==> src/rtl/tpu_accum_pkg.sv <==
// tpu_accum_pkg
//   Shared definitions for the accumulator-table blocks (drain, write and
//   read controllers): default geometry, width helpers and the drain FSM
//   state type.
//   No ports; imported with "import tpu_accum_pkg::*;".
package tpu_accum_pkg;

  localparam int DEF_DATA_WIDTH   = 8;
  localparam int DEF_MAX_OUT_ROWS = 128;
  localparam int DEF_MAX_OUT_COLS = 128;
  localparam int DEF_SYS_ARR_ROWS = 16;
  localparam int DEF_SYS_ARR_COLS = 16;

  // Word address width of one table lane: every output row of every
  // column-block owns one word.
  function automatic int addrWidthOf(input int outRows, input int outCols,
                                     input int arrCols);
    return $clog2(outRows * (outCols / arrCols));
  endfunction

  // Width of a submatrix index along one dimension.
  function automatic int blockIdxWidthOf(input int total, input int perBlock);
    return $clog2(total / perBlock);
  endfunction

  // Width of a row index inside one submatrix.
  function automatic int rowIdxWidthOf(input int arrRows);
    return $clog2(arrRows);
  endfunction

  typedef enum logic [1:0] {
    DRAIN_IDLE  = 2'd0,
    DRAIN_READ  = 2'd1,
    DRAIN_FLUSH = 2'd2,
    DRAIN_DONE  = 2'd3
  } drain_state_e;

endpackage

==> src/rtl/accum_drain_skid.sv <==
// accum_drain_skid
//   Two-entry output buffer for the drain row stream. Each entry holds the
//   row data, its row index and the last-row flag. The head entry drives the
//   outputs directly, so they only change when the head is popped.
// Ports
//   i_clk, i_rst_n        clock, asynchronous active-low reset
//   i_push, i_data,       write one entry (caller guarantees space)
//   i_row, i_last
//   i_ready               consumer ready; pop happens on o_valid & i_ready
//   o_valid, o_data,      head entry
//   o_row, o_last
//   o_count               entries currently held (0..2)
module accum_drain_skid
  import tpu_accum_pkg::*;
#(
  parameter int DATA_W = DEF_DATA_WIDTH * DEF_SYS_ARR_COLS,
  parameter int ROW_W  = 4
) (
  input  logic              i_clk,
  input  logic              i_rst_n,
  input  logic              i_push,
  input  logic [DATA_W-1:0] i_data,
  input  logic [ROW_W-1:0]  i_row,
  input  logic              i_last,
  input  logic              i_ready,
  output logic              o_valid,
  output logic [DATA_W-1:0] o_data,
  output logic [ROW_W-1:0]  o_row,
  output logic              o_last,
  output logic [1:0]        o_count
);

  logic [1:0]        r_count;
  logic [DATA_W-1:0] r_head_data, r_tail_data;
  logic [ROW_W-1:0]  r_head_row, r_tail_row;
  logic              r_head_last, r_tail_last;
  logic              w_pop;

  assign w_pop   = i_ready && (r_count != 2'd0);
  assign o_valid = (r_count != 2'd0);
  assign o_data  = r_head_data;
  assign o_row   = r_head_row;
  assign o_last  = r_head_last;
  assign o_count = r_count;

  // Head/tail shift register. A push lands in the head when it would
  // otherwise be empty after this cycle, else in the tail; a pop promotes
  // the tail into the head.
  always_ff @(posedge i_clk or negedge i_rst_n) begin
    if (!i_rst_n) begin
      r_count     <= 2'd0;
      r_head_data <= '0;
      r_tail_data <= '0;
      r_head_row  <= '0;
      r_tail_row  <= '0;
      r_head_last <= 1'b0;
      r_tail_last <= 1'b0;
    end else begin
      case ({i_push, w_pop})
        2'b10: begin
          if (r_count == 2'd0) begin
            r_head_data <= i_data;
            r_head_row  <= i_row;
            r_head_last <= i_last;
          end else begin
            r_tail_data <= i_data;
            r_tail_row  <= i_row;
            r_tail_last <= i_last;
          end
          r_count <= r_count + 2'd1;
        end
        2'b01: begin
          r_head_data <= r_tail_data;
          r_head_row  <= r_tail_row;
          r_head_last <= r_tail_last;
          r_count     <= r_count - 2'd1;
        end
        2'b11: begin
          if (r_count == 2'd1) begin
            r_head_data <= i_data;
            r_head_row  <= i_row;
            r_head_last <= i_last;
          end else begin
            r_head_data <= r_tail_data;
            r_head_row  <= r_tail_row;
            r_head_last <= r_tail_last;
            r_tail_data <= i_data;
            r_tail_row  <= i_row;
            r_tail_last <= i_last;
          end
        end
        default: begin
        end
      endcase
    end
  end

endmodule

==> src/rtl/accum_table_drain.sv <==
// accum_table_drain
//   Reads one submatrix (up to SYS_ARR_ROWS rows) out of the banked
//   accumulator table and streams it row by row over a valid/ready port.
// Ports
//   clk, reset                   clock, asynchronous active-low reset
//   start, submat_m, submat_n,   drain command (sampled only when idle)
//   num_rows
//   rd_en, rd_addr, rd_data      table read side, one-cycle read latency
//   out_valid, out_ready,        row stream
//   out_data, out_row, out_last
//   busy, done                   status; done pulses once per command
module accum_table_drain
  import tpu_accum_pkg::*;
#(
  parameter  int DATA_WIDTH   = DEF_DATA_WIDTH,
  parameter  int MAX_OUT_ROWS = DEF_MAX_OUT_ROWS,
  parameter  int MAX_OUT_COLS = DEF_MAX_OUT_COLS,
  parameter  int SYS_ARR_ROWS = DEF_SYS_ARR_ROWS,
  parameter  int SYS_ARR_COLS = DEF_SYS_ARR_COLS,
  localparam int ADDR_WIDTH   = addrWidthOf(MAX_OUT_ROWS, MAX_OUT_COLS, SYS_ARR_COLS),
  localparam int MW           = blockIdxWidthOf(MAX_OUT_ROWS, SYS_ARR_ROWS),
  localparam int NW           = blockIdxWidthOf(MAX_OUT_COLS, SYS_ARR_COLS),
  localparam int RW           = rowIdxWidthOf(SYS_ARR_ROWS)
) (
  input  logic                               clk,
  input  logic                               reset,
  input  logic                               start,
  input  logic [MW-1:0]                      submat_m,
  input  logic [NW-1:0]                      submat_n,
  input  logic [RW:0]                        num_rows,
  output logic [SYS_ARR_COLS-1:0]            rd_en,
  output logic [ADDR_WIDTH*SYS_ARR_COLS-1:0] rd_addr,
  input  logic [DATA_WIDTH*SYS_ARR_COLS-1:0] rd_data,
  output logic                               out_valid,
  input  logic                               out_ready,
  output logic [DATA_WIDTH*SYS_ARR_COLS-1:0] out_data,
  output logic [RW-1:0]                      out_row,
  output logic                               out_last,
  output logic                               busy,
  output logic                               done
);

  drain_state_e    r_state;
  logic [MW-1:0]   r_m;
  logic [NW-1:0]   r_n;
  logic [RW:0]     r_rows;
  logic [RW:0]     r_issue_row;
  logic            r_inflight;
  logic [RW-1:0]   r_inflight_row;
  logic            r_inflight_last;
  logic            r_busy;
  logic            r_done;

  logic [RW:0]           w_rows_clamped;
  logic [1:0]            w_held;
  logic [2:0]            w_occupancy;
  logic                  w_pop;
  logic                  w_credit_ok;
  logic                  w_rd_fire;
  logic                  w_last_issue;
  logic [ADDR_WIDTH-1:0] w_row_addr;

  assign w_rows_clamped = (num_rows > (RW+1)'(SYS_ARR_ROWS)) ?
                          (RW+1)'(SYS_ARR_ROWS) : num_rows;

  // A read may only go out if its data is guaranteed a buffer slot when it
  // returns next cycle: rows held plus the read still in flight, minus the
  // row leaving this cycle, must leave room.
  assign w_pop       = out_valid && out_ready;
  assign w_occupancy = {1'b0, w_held} + {2'b00, r_inflight} - {2'b00, w_pop};
  assign w_credit_ok = (w_occupancy < 3'd2);
  assign w_rd_fire   = (r_state == DRAIN_READ) && w_credit_ok;
  assign w_last_issue = (r_issue_row == (r_rows - (RW+1)'(1)));

  // Column-block n occupies MAX_OUT_ROWS consecutive words; row-block m is
  // an SYS_ARR_ROWS-row slice inside it. Every lane reads the same word.
  assign w_row_addr = ADDR_WIDTH'(r_n) * ADDR_WIDTH'(MAX_OUT_ROWS)
                    + ADDR_WIDTH'(r_m) * ADDR_WIDTH'(SYS_ARR_ROWS)
                    + ADDR_WIDTH'(r_issue_row[RW-1:0]);

  assign rd_en   = {SYS_ARR_COLS{w_rd_fire}};
  assign rd_addr = w_rd_fire ? {SYS_ARR_COLS{w_row_addr}} : '0;
  assign busy    = r_busy;
  assign done    = r_done;

  // Drain FSM plus row-issue counter and in-flight read tracking. The
  // in-flight tag travels with each read so the buffer receives the row
  // index and last flag alongside the returning data.
  always_ff @(posedge clk or negedge reset) begin
    if (!reset) begin
      r_state         <= DRAIN_IDLE;
      r_m             <= '0;
      r_n             <= '0;
      r_rows          <= '0;
      r_issue_row     <= '0;
      r_inflight      <= 1'b0;
      r_inflight_row  <= '0;
      r_inflight_last <= 1'b0;
      r_busy          <= 1'b0;
      r_done          <= 1'b0;
    end else begin
      r_inflight <= w_rd_fire;
      r_done     <= 1'b0;
      if (w_rd_fire) begin
        r_inflight_row  <= r_issue_row[RW-1:0];
        r_inflight_last <= w_last_issue;
        r_issue_row     <= r_issue_row + (RW+1)'(1);
      end
      case (r_state)
        DRAIN_IDLE: begin
          if (start) begin
            r_m         <= submat_m;
            r_n         <= submat_n;
            r_rows      <= w_rows_clamped;
            r_issue_row <= '0;
            r_busy      <= 1'b1;
            if (w_rows_clamped == '0) begin
              r_state <= DRAIN_DONE;
              r_done  <= 1'b1;
            end else begin
              r_state <= DRAIN_READ;
            end
          end
        end
        DRAIN_READ: begin
          if (w_rd_fire && w_last_issue) begin
            r_state <= DRAIN_FLUSH;
          end
        end
        DRAIN_FLUSH: begin
          if (w_pop && out_last) begin
            r_state <= DRAIN_DONE;
            r_done  <= 1'b1;
          end
        end
        DRAIN_DONE: begin
          r_state <= DRAIN_IDLE;
          r_busy  <= 1'b0;
        end
        default: begin
          r_state <= DRAIN_IDLE;
        end
      endcase
    end
  end

  accum_drain_skid #(
    .DATA_W (DATA_WIDTH * SYS_ARR_COLS),
    .ROW_W  (RW)
  ) u_skid (
    .i_clk   (clk),
    .i_rst_n (reset),
    .i_push  (r_inflight),
    .i_data  (rd_data),
    .i_row   (r_inflight_row),
    .i_last  (r_inflight_last),
    .i_ready (out_ready),
    .o_valid (out_valid),
    .o_data  (out_data),
    .o_row   (out_row),
    .o_last  (out_last),
    .o_count (w_held)
  );

endmodule

==> config.mk <==
export PLATFORM = sky130hd
export DESIGN_NAME = accum_table_drain
export DESIGN_NICKNAME = d
export VERILOG_FILES = /design/src/rtl/tpu_accum_pkg.sv /design/src/rtl/accum_drain_skid.sv /design/src/rtl/accum_table_drain.sv
export SDC_FILE = /design/constraint.sdc
export NUM_CORES = 1
export LEC_CHECK = 0
export CORE_AREA = 2 2 178 180
export DETAILED_ROUTE_END_ITERATION = 6
export DIE_AREA = 0 0 180 182
export PLACE_DENSITY = 0.77
export SLEW_MARGIN = 20
export SYNTH_ARGS = -nofsm -noshare
export SYNTH_HDL_FRONTEND = slang
export SYNTH_SLANG_ARGS = --single-unit
==> constraint.sdc <==
create_clock -name clk -period 10.3 [get_ports clk]
set_input_delay 2.06 -clock clk [delete_from_list [all_inputs] [get_ports clk]]
set_output_delay 2.06 -clock clk [all_outputs]
set_load 0.05 [all_outputs]
==> flow_metrics.tcl, run 1 <==
set metrics [dict create \
    ctsResizeCount 0 \
    tns_ns 0 \
    initial_utilization 0.436 \
    total_power_mw 6.31 \
    synthesis.nets 1359 \
    synth.distinct_cells 37 \
    clock-sinks 294 \
    vias 9653 \
    pin_count 455 \
    whs_path_depth 2 \
    p_per_area_nw_per_um2 350 \
    p_leak_nw 7.56 \
    cts_setup_buffers 0 \
    setup_violations 0 \
    syn_avg_cell_area_um2 11.2 \
    ys_seq_area_frac 0.545 \
    critPathArrivalTime_ns 5.54 \
    status "completed" \
    finalClockSkew_ns 0.0169 \
    place_area_um2 17000 \
    fp.dieArea_um2 32800 \
    core-area_um2 31000 \
    wl_um 33700 \
    grt_max_degree 117 \
    clock_latency_ns 0.58 \
    synth_warnings 0 \
    clk_pin_slew_worst_paths_ns 0.06 \
    slew_headroom 0.276 \
    post-dp-hpwl_um 22400 \
    critPathCaptureType "output port" \
    layout.nets 1616 \
    gp_congestion 0.796 \
    hold_viol 0 \
    maxSlewViolCount 0 \
    synth_edf_count 0 \
    htree_levels 1 \
    path_max_fanout 38 \
    timing.fmax_mhz 132 \
    drt_iter0_markers 467 \
    async_reset_ff_frac 1.00 \
    cts_tree "built" \
    drt_drc_violations_left 0 \
    drive_above_1_share 0.139 \
    die_h_um 182 \
    insertedDiodeCount 0 \
    die_x_um 180 \
    io_buffers 454 \
    hold_buffers 0 \
    period_minus_slack_ns 7.60 \
    nFillCells 2526 \
    worstPathCellList "clkdlybuf4s50_1 > nand2_2 > nor2_1 > o21ai_0 > fa_1 > xnor2_1 > and3_1 > buf_4 > and2_1 > clkdlybuf4s50_1" \
    grt_pass1_wl_um 53100 \
    worst_pin_slew_ns 1.09 \
    hold_path.class "register to register" \
    yosys_register_bits 294 \
    num_rows 65 \
    vdd_ir_drop_max_mv 0.278 \
    vias_per_cell 5.11 \
    critPathSlowestCell "clkdlybuf4s50_1" \
    grt_usage 0.199 \
    worst_path_most_repeated_cell "clkdlybuf4s50_1" \
    synth_top_area_share 0.545 \
    cts-buffers-inserted 31 \
    mappedNetlistArea_um2 13500 \
    grt_pass1_vias 9547 \
    criticalPathCategory "input pin to output port" \
    ant_nets 0 \
    crit_required_ns 8.24 \
    grt-ovfl-total 0 \
    r2r_start "u_skid.o_count[1]" \
    area_growth_syn_to_layout_pct 33.7 \
    whs_ns 0.468 \
    rsz0062_at_grt "false" \
    syn_inst 1205 \
    reg2reg_to "u_skid.o_data[49]" \
    rr_worst_depth 10 \
    r2r_slack_ns 6.73 \
    critPathLaunchType "input pin" \
    whs_endpoint "r_m[1]" \
    finalCritPeriodShare 0.737 \
    drt_first_pass_iters 5 \
    synthFlopType "dfrtp_1" \
    drv_cap 0 \
    cts.path.max_buffers 3 \
    cpPeakStageDelay_ns 0.92 \
    synthTopCellsByArea "dfrtp_1, mux2_2, buf_4, a22oi_1, nand2_1" \
    cts-root-buf "clkbuf_16" \
    antenna_found_initial 1 \
    yosysTopAreaCell "dfrtp_1" \
    hp-start "r_m[1]" \
    fin_area_um2 18100 \
    wl_per_cell_um 17.8 \
]
## cells by family after synthesis
logic type / after synthesis / synth area share
flops: 294 / 0.545
compound gates: 286 / 0.133
buf+inv: 254 / 0.124
simple gates: 208 / 0.0639
mux: 139 / 0.116
xor+xnor: 13 / 0.00843
fa+ha+maj: 11 / 0.0107
## layer usage
layer	GRT usage	up-vias	share of wire
met5	0	-	0
met4	0.0637	0	0.032
met3	0.0570	67	0.073
met2	0.340	324	0.49
met1	0.244	4743	0.40
li1	-	4519	-
## critical path: cells and delay by family
family / cells / cell delay (ns)
compound gates: 1 / 0.16
xor+xnor: 1 / 0.14
fa+ha+maj: 1 / 0.41
buf+inv: 3 / 1.77
simple gates: 4 / 0.98
## synthesized netlist by cell type (all sizes together), types with 2 or more instances
cell type  number
xnor2           6
ha             10
nand4           2
nand2         165
mux2i           2
or4             2
nor3            3
a22oi         134
xor2            7
nand3b          6
a21oi           3
o21ai         143
buf           218
and2           11
clkbuf         25
mux2          137
dfrtp         294
a21boi          2
nor2           14
inv            11
## sequential cells by signal (all words and copies together), names as in the netlist, 3 cells and up
| name | flops |
|---|---|
| r_issue_row | 5 |
| r_rows | 5 |
| u_skid.r_tail_data | 128 |
| u_skid.r_tail_row | 4 |
| r_m | 3 |
| u_skid.o_row | 4 |
| u_skid.o_data | 128 |
| r_inflight_row | 4 |
| r_n | 3 |
## through the flow
| stage | std cells | util | setup WS (ns) |
|---|---|---|---|
| 2_1_floorplan | 1205 | - | 3.49 |
| 3_3_place_gp | 1830 | 0.550 | 2.76 |
| 3_5_place_dp | 1830 | 0.550 | 2.69 |
| 4_1_cts | 1888 | 0.582 | 2.69 |
| 5_1_grt | 1889 | 0.583 | 2.43 |
| 6_report | 1889 | 0.583 | 2.70 |
## how the worst max path moves through the flow
| stage | from | to | slack, ns | cells after the start |
|---|---|---|---|---|
| 6_report | out_ready | rd_addr[141] | 2.70 | 10 |
| 5_1_grt | out_ready | rd_addr[81] | 2.43 | 10 |
| 4_1_cts | out_ready | rd_addr[141] | 2.69 | 10 |
| 3_5_place_dp | out_ready | rd_addr[141] | 2.69 | 10 |
| 3_3_place_gp | out_ready | rd_addr[36] | 2.76 | 10 |
| 2_1_floorplan | out_ready | rd_addr[104] | 3.49 | 9 |
## cell usage in the layout (no fill, tap or decap), types with 2 or more instances in the layout
| cell type | count |
|---|---|
| xor2_1 | 7 |
| xnor2_1 | 6 |
| nand2_1 | 164 |
| nand4_1 | 2 |
| dfrtp_1 | 294 |
| nand3b_1 | 6 |
| ha_1 | 10 |
| a21oi_4 | 2 |
| inv_1 | 10 |
| nor2_1 | 13 |
| clkinv_2 | 8 |
| buf_4 | 11 |
| clkbuf_1 | 8 |
| o21ai_1 | 87 |
| clkinvlp_4 | 4 |
| nor3_1 | 3 |
| mux2i_1 | 2 |
| a22oi_1 | 134 |
| o21ai_0 | 56 |
| a21boi_0 | 2 |
| clkbuf_8 | 4 |
| clkdlybuf4s50_1 | 453 |
| or4_1 | 2 |
| clkbuf_16 | 31 |
| and2_1 | 11 |
| mux2_2 | 137 |
## power breakdown
part	leakage [nW]	total (mW)	internal [mW]	switching (mW)
registers	3.67	1.99	1.70	0.292
logic	3.42	3.24	1.16	2.08
clock network	0.480	1.08	0.612	0.468
## layout make-up
| cell class | count | area (um^2) | share of cell area |
|---|---|---|---|
| sequential | 294 | 7360 | 0.407 |
| timing repair buffer | 467 | 4670 | 0.259 |
| multi-input combinational | 657 | 4500 | 0.249 |
| clock buffer | 43 | 861 | 0.0477 |
| tap | 402 | 503 | 0.0279 |
| clock inverter | 15 | 129 | 0.00714 |
| inverter | 11 | 41.3 | 0.00229 |
Note: power is estimated with default switching activity, not from simulation.
==> run 2: changes to the inputs <==
--- a/config.mk
+++ b/config.mk
@@ -5,10 +5,10 @@
 export SDC_FILE = /design/constraint.sdc
 export NUM_CORES = 1
 export LEC_CHECK = 0
-export CORE_AREA = 2 2 178 180
+export CORE_AREA = 2 2 175 177
 export DETAILED_ROUTE_END_ITERATION = 6
-export DIE_AREA = 0 0 180 182
-export PLACE_DENSITY = 0.77
+export DIE_AREA = 0 0 177 179
+export PLACE_DENSITY = 0.8
 export SLEW_MARGIN = 20
 export SYNTH_ARGS = -nofsm -noshare
 export SYNTH_HDL_FRONTEND = slang
==> constraint.sdc (replaced) <==
create_clock -name clk -period 7.5 [get_ports clk]
set_input_delay 1.5 -clock clk [delete_from_list [all_inputs] [get_ports clk]]
set_output_delay 1.5 -clock clk [all_outputs]
set_load 0.05 [all_outputs]
==> flow_metrics.tcl, run 2 (synthesis results as in run 1) <==
set metrics [dict create \
    whs_endpoint "r_n[2]" \
    area_growth_syn_to_layout_pct 33.5 \
    wl_per_cell_um 18.1 \
    io_buffers 454 \
    nFillCells 2417 \
    timing.fmax_mhz 156 \
    vias_per_cell 5.16 \
    fp.dieArea_um2 31700 \
    grt_pass1_wl_um 52200 \
    path_delay_family "buffers and inverters" \
    num_rows 64 \
    grt_usage 0.206 \
    tns_ns 0 \
    grt_pass1_vias 9526 \
    ant_nets 0 \
    setup_violations 0 \
    hold_buffers 0 \
    ctsResizeCount 0 \
    finalClockSkew_ns 0.0209 \
    p_leak_nw 7.65 \
    critPathSlowestCell "clkdlybuf4s50_1" \
    cts_setup_buffers 0 \
    grt_max_degree 153 \
    path_max_fanout 32 \
    mostFrequentLayoutCells "clkdlybuf4s50_1, dfrtp_1, nand2_1" \
    layout.nets 1615 \
    die_x_um 177 \
    dp_cells 1824 \
    r2r_start "u_skid.o_count[1]" \
    core-area_um2 30000 \
    cts_tree "built" \
    cts.path.max_buffers 3 \
    status "completed" \
    hold_viol 0 \
    critPathLaunchType "input pin" \
    worstPathCellList "clkdlybuf4s50_1 > nand2_2 > nor2_1 > o21ai_0 > fa_1 > xnor2_1 > and3_1 > buf_12 > and2_1 > clkdlybuf4s50_1" \
    critPathArrivalTime_ns 4.90 \
    fin_ws_ns 1.10 \
    cts-buffers-inserted 31 \
    grt-ovfl-total 0 \
    drt_drc_violations_left 0 \
    criticalPathCategory "input pin to output port" \
    whs_path_depth 2 \
    vdd_ir_drop_max_mv 0.288 \
    rsz0062_at_grt "false" \
    r2r_slack_ns 4.16 \
    clk_pin_slew_worst_paths_ns 0.06 \
    critPathCaptureType "output port" \
    cpPeakStageDelay_ns 0.91 \
    clock-sinks 294 \
    hold_path.class "register to register" \
    initial_utilization 0.450 \
    drt_first_pass_iters 5 \
    gp_congestion 0.782 \
    total_power_mw 8.74 \
    p_per_area_nw_per_um2 485 \
    wl_um 34000 \
    slew_headroom 0.258 \
    worst_path_most_repeated_cell "clkdlybuf4s50_1" \
    vias 9705 \
    crit_buf_inv 3 \
    worstSetupStartpoint "out_ready" \
    maxSlewViolCount 0 \
    drive_above_1_share 0.160 \
    pin_count 455 \
    final_common_cell "clkdlybuf4s50_1" \
    die_h_um 179 \
    post-dp-hpwl_um 22600 \
    dp_slack_ns 1.06 \
    hp-start "r_n[2]" \
    rr_worst_depth 14 \
    finalCritPeriodShare 0.853 \
    reg2reg_to "r_state[1]" \
    drv_cap 0 \
    fin_util 0.600 \
    period_minus_slack_ns 6.40 \
    crit_required_ns 6.00 \
    htree_levels 1 \
    worst_pin_slew_ns 1.11 \
    clock_latency_ns 0.57 \
    finalNonFillerCells 1881 \
    path_depth 10 \
    antenna_found_initial 1 \
    cts-root-buf "clkbuf_16" \
    drt_iter0_markers 613 \
]
## run 2: worst reg2reg max path, stage by stage (launching register included)
cell and delay [ns]:
dfrtp_1 0.44, inv_1 0.12, ha_1 0.31, inv_1 0.12
nand2_2 0.10, inv_2 0.07, nor2_1 0.08, o21ai_0 0.09
fa_1 0.40, xnor2_1 0.13, and3_1 0.34, buf_12 0.22
o2111ai_1 0.18, or4_1 0.47, a32oi_1 0.19
## run 2: report_power, final
| part | internal (mW) | switching, mW |
|---|---|---|
| registers | 2.33 | 0.414 |
| clock network | 0.916 | 0.621 |
| logic | 1.59 | 2.86 |
| total | 4.84 | 3.90 |
## run 2: worst max path at each step
stage | to | slack [ns]
final | rd_addr[68] | 1.10
after global routing | rd_addr[103] | 0.87
after CTS | rd_addr[68] | 1.06
after detailed placement | rd_addr[68] | 1.06
after global placement | rd_addr[154] | 1.11
after floorplan | rd_addr[104] | 1.81
## run 2: area by class of cell
class                      instances  area [um^2]  area share
clock inverter                    10          121     0.00673
antenna                            2         5.00    0.000278
sequential                       294         7360       0.408
tap                              396          495      0.0275
timing repair buffer             466         4590       0.254
clock buffer                      45          918      0.0510
inverter                          11         41.3     0.00229
multi-input combinational        657         4500       0.250
## run 2: metrics by stage
| step | hold WS (ns) | instance area [um^2] |
|---|---|---|
| 2_1_floorplan | 0.437 | 13500 |
| 3_3_place_gp | 0.454 | 17000 |
| 3_5_place_dp | 0.463 | 17000 |
| 4_1_cts | 0.478 | 18000 |
| 5_1_grt | 0.499 | 18000 |
| 6_report | 0.472 | 18000 |
## run 2: layer usage
| metal | GRT usage | wire length, um | vias to the layer above |
|---|---|---|---|
| li1 | - | - | 4537 |
| met1 | 0.251 | 13200 | 4745 |
| met2 | 0.347 | 17000 | 336 |
| met3 | 0.0570 | 2590 | 87 |
| met4 | 0.0809 | 1190 | 0 |
| met5 | 0 | 0 | - |
==> run 3: changes to the inputs <==
--- a/config.mk
+++ b/config.mk
@@ -5,11 +5,12 @@
 export SDC_FILE = /design/constraint.sdc
 export NUM_CORES = 1
 export LEC_CHECK = 0
-export CORE_AREA = 2 2 175 177
+export CORE_MARGIN = 1
+export CORE_UTILIZATION = 47
 export DETAILED_ROUTE_END_ITERATION = 6
-export DIE_AREA = 0 0 177 179
-export PLACE_DENSITY = 0.8
+export PLACE_DENSITY = 0.81
 export SLEW_MARGIN = 20
 export SYNTH_ARGS = -nofsm -noshare
 export SYNTH_HDL_FRONTEND = slang
+export SYNTH_HIERARCHICAL = 1
 export SYNTH_SLANG_ARGS = --single-unit
==> flow_metrics.tcl, run 3 <==
set metrics [dict create \
    grt-ovfl-total 0 \
    synthFlopType "dfrtp_1" \
    worst_pin_slew_ns 1.05 \
    ctsResizeCount 0 \
    clock-sinks 294 \
    cts-root-buf "clkbuf_16" \
    gp_congestion 0.816 \
    crit_required_ns 6.00 \
    whs_endpoint "r_m[0]" \
    hold_viol 0 \
    rr_worst_depth 13 \
    critPathArrivalTime_ns 5.43 \
    dp_slack_ns 0.507 \
    grt_pass1_vias 11100 \
    regArea_um2 7360 \
    ys_seq_area_frac 0.510 \
    drive_above_1_share 0.171 \
    reg2reg_to "r_inflight_row[3]" \
    p_int_mw 5.23 \
    vdd_ir_drop_max_mv 0.311 \
    mappedNetlistArea_um2 14400 \
    rsz0062_at_grt "false" \
    clock_latency_ns 0.50 \
    hold_path.class "register to register" \
    drt_drc_violations_left 0 \
    fp.dieArea_um2 31400 \
    core-area_um2 30000 \
    p_per_area_nw_per_um2 516 \
    hold_buffers 0 \
    setup_violations 0 \
    layout.nets 1765 \
    grt_usage 0.252 \
    die_h_um 177 \
    finalCritPeriodShare 0.924 \
    netSwitchingFraction 0.463 \
    yosysTopAreaCell "dfrtp_1" \
    timing.fmax_mhz 144 \
    r2r_slack_ns 3.49 \
    mostFrequentLayoutCells "clkdlybuf4s50_1, dfrtp_1, o21ai_0" \
    initial_utilization 0.482 \
    num_rows 63 \
    final_common_cell "clkdlybuf4s50_1" \
    synth.distinct_cells 38 \
    power_frac_comb 0.547 \
    r2r_start "u_skid/o_count[1]" \
    async_reset_ff_frac 1.00 \
    maxSlewViolCount 0 \
    period_minus_slack_ns 6.93 \
    vias 11200 \
    criticalPathCategory "input pin to output port" \
    io_buffers 454 \
    synthTopCellsByArea "dfrtp_1, o21ai_0, buf_4, mux2_4, a31oi_1" \
    clockPowerShare 0.162 \
    status "completed" \
    fin_util 0.630 \
    cts-buffers-inserted 34 \
    whs_ns 0.469 \
    critPathLaunchType "input pin" \
    hp-start "r_m[0]" \
    area_growth_syn_to_layout_pct 30.9 \
    synth_top_area_share 0.510 \
    syn_inst 1372 \
    syn_avg_cell_area_um2 10.5 \
    cts.path.max_buffers 3 \
    grt_pass1_wl_um 62400 \
    drv_cap 0 \
    grt_max_degree 190 \
    synthesis.nets 1530 \
    synth_warnings 6 \
    cts_tree "built" \
    synth.most_common_cell "dfrtp_1" \
    whs_path_depth 2 \
    pin_count 455 \
    clk_pin_slew_worst_paths_ns 0.06 \
    post-dp-hpwl_um 25200 \
    die_x_um 177 \
    tns_ns 0 \
    synth_edf_count 0 \
    seqPwrFrac 0.290 \
    wl_um 40400 \
    wl_per_cell_um 20.0 \
    slew_headroom 0.299 \
    critPathCaptureType "output port" \
    finalClockSkew_ns 0.0193 \
    ant_nets 0 \
    vias_per_cell 5.54 \
    p_sw_mw 4.51 \
    yosys_register_bits 294 \
    drt_first_pass_iters 5 \
    synth_common_cells "dfrtp_1, o21ai_0, buf_4" \
    fin_ws_ns 0.571 \
    antenna_found_initial 3 \
    nFillCells 2354 \
    multi_input_area_um2 5360 \
    drt_iter0_markers 826 \
    worstSetupStartpoint "out_ready" \
    path_max_fanout 26 \
    htree_levels 2 \
    cts_setup_buffers 0 \
    p_leak_nw 8.05 \
]
run 3: changes by cell type after synthesis, moves of 70 or more:
cell	change
o21ai_0	+215
o21ai_1	-87
a22oi_1	-134
mux2_4	+70
mux2_2	-73
nand2_1	-130
a31oi_1	+135
nor2_1	+129
run 3: power groups by stage:
stage	clock [mW]	combinational [mW]	sequential, mW
6_report	1.58	5.33	2.82
5_1_grt	1.68	5.64	2.91
4_1_cts	1.62	5.34	2.82
3_5_place_dp	0	5.32	2.83
3_3_place_gp	0	5.22	2.78
2_1_floorplan	0	2.62	4.02
run 3: how the worst max path moves through the flow:
| stage | cells after the start | to | slack [ns] |
|---|---|---|---|
| after floorplan | 10 | rd_addr[104] | 1.65 |
| final | 10 | rd_addr[40] | 0.57 |
| after global routing | 10 | rd_addr[40] | 0.30 |
| after CTS | 10 | rd_addr[40] | 0.51 |
| after detailed placement | 10 | rd_addr[40] | 0.51 |
| after global placement | 10 | rd_addr[80] | 0.63 |
run 3: layout make-up:
cell class | count | share of cell area
antenna | 3 | 0.000398
clock buffer | 45 | 0.0499
clock inverter | 13 | 0.00616
inverter | 14 | 0.00278
multi-input combinational | 794 | 0.284
sequential | 294 | 0.390
tap | 390 | 0.0258
timing repair buffer | 469 | 0.242
run 3: cell families after synthesis:
kind of cell               share of synthesized area
xor gates and xnor gates                     0.00729
AOI/OAI and AO/OA                              0.160
buffers and inverters                          0.122
and+or+nand+nor                               0.0618
muxes                                          0.125
adders and majority gates                     0.0135
DFF                                            0.510
run 3: metal layers:
layer	GRT usage	vias to the layer above	wire length (um)
met4	0.0941	0	1330
met2	0.418	456	20000
met3	0.0831	83	3870
met5	0	-	0
met1	0.302	5565	15300
li1	-	5091	-
run 3: through the flow:
step	area (um^2)	cells	total power, mW
floorplan	14400	1372	6.64
global placement	17700	1958	8.01
detailed placement	17700	1958	8.15
CTS	18800	2016	9.77
global route	18900	2022	10.2
finish	18900	2022	9.74
run 3: worst max-delay path: stages:
cell and delay, ns:
clkdlybuf4s50_1 0.51, and2_1 0.20, ha_1 0.24, nand2b_1 0.16
fa_1 0.41, xnor2_1 0.16, nand3_1 0.22, inv_1 0.55
and2_1 0.55, clkdlybuf4s50_1 0.92
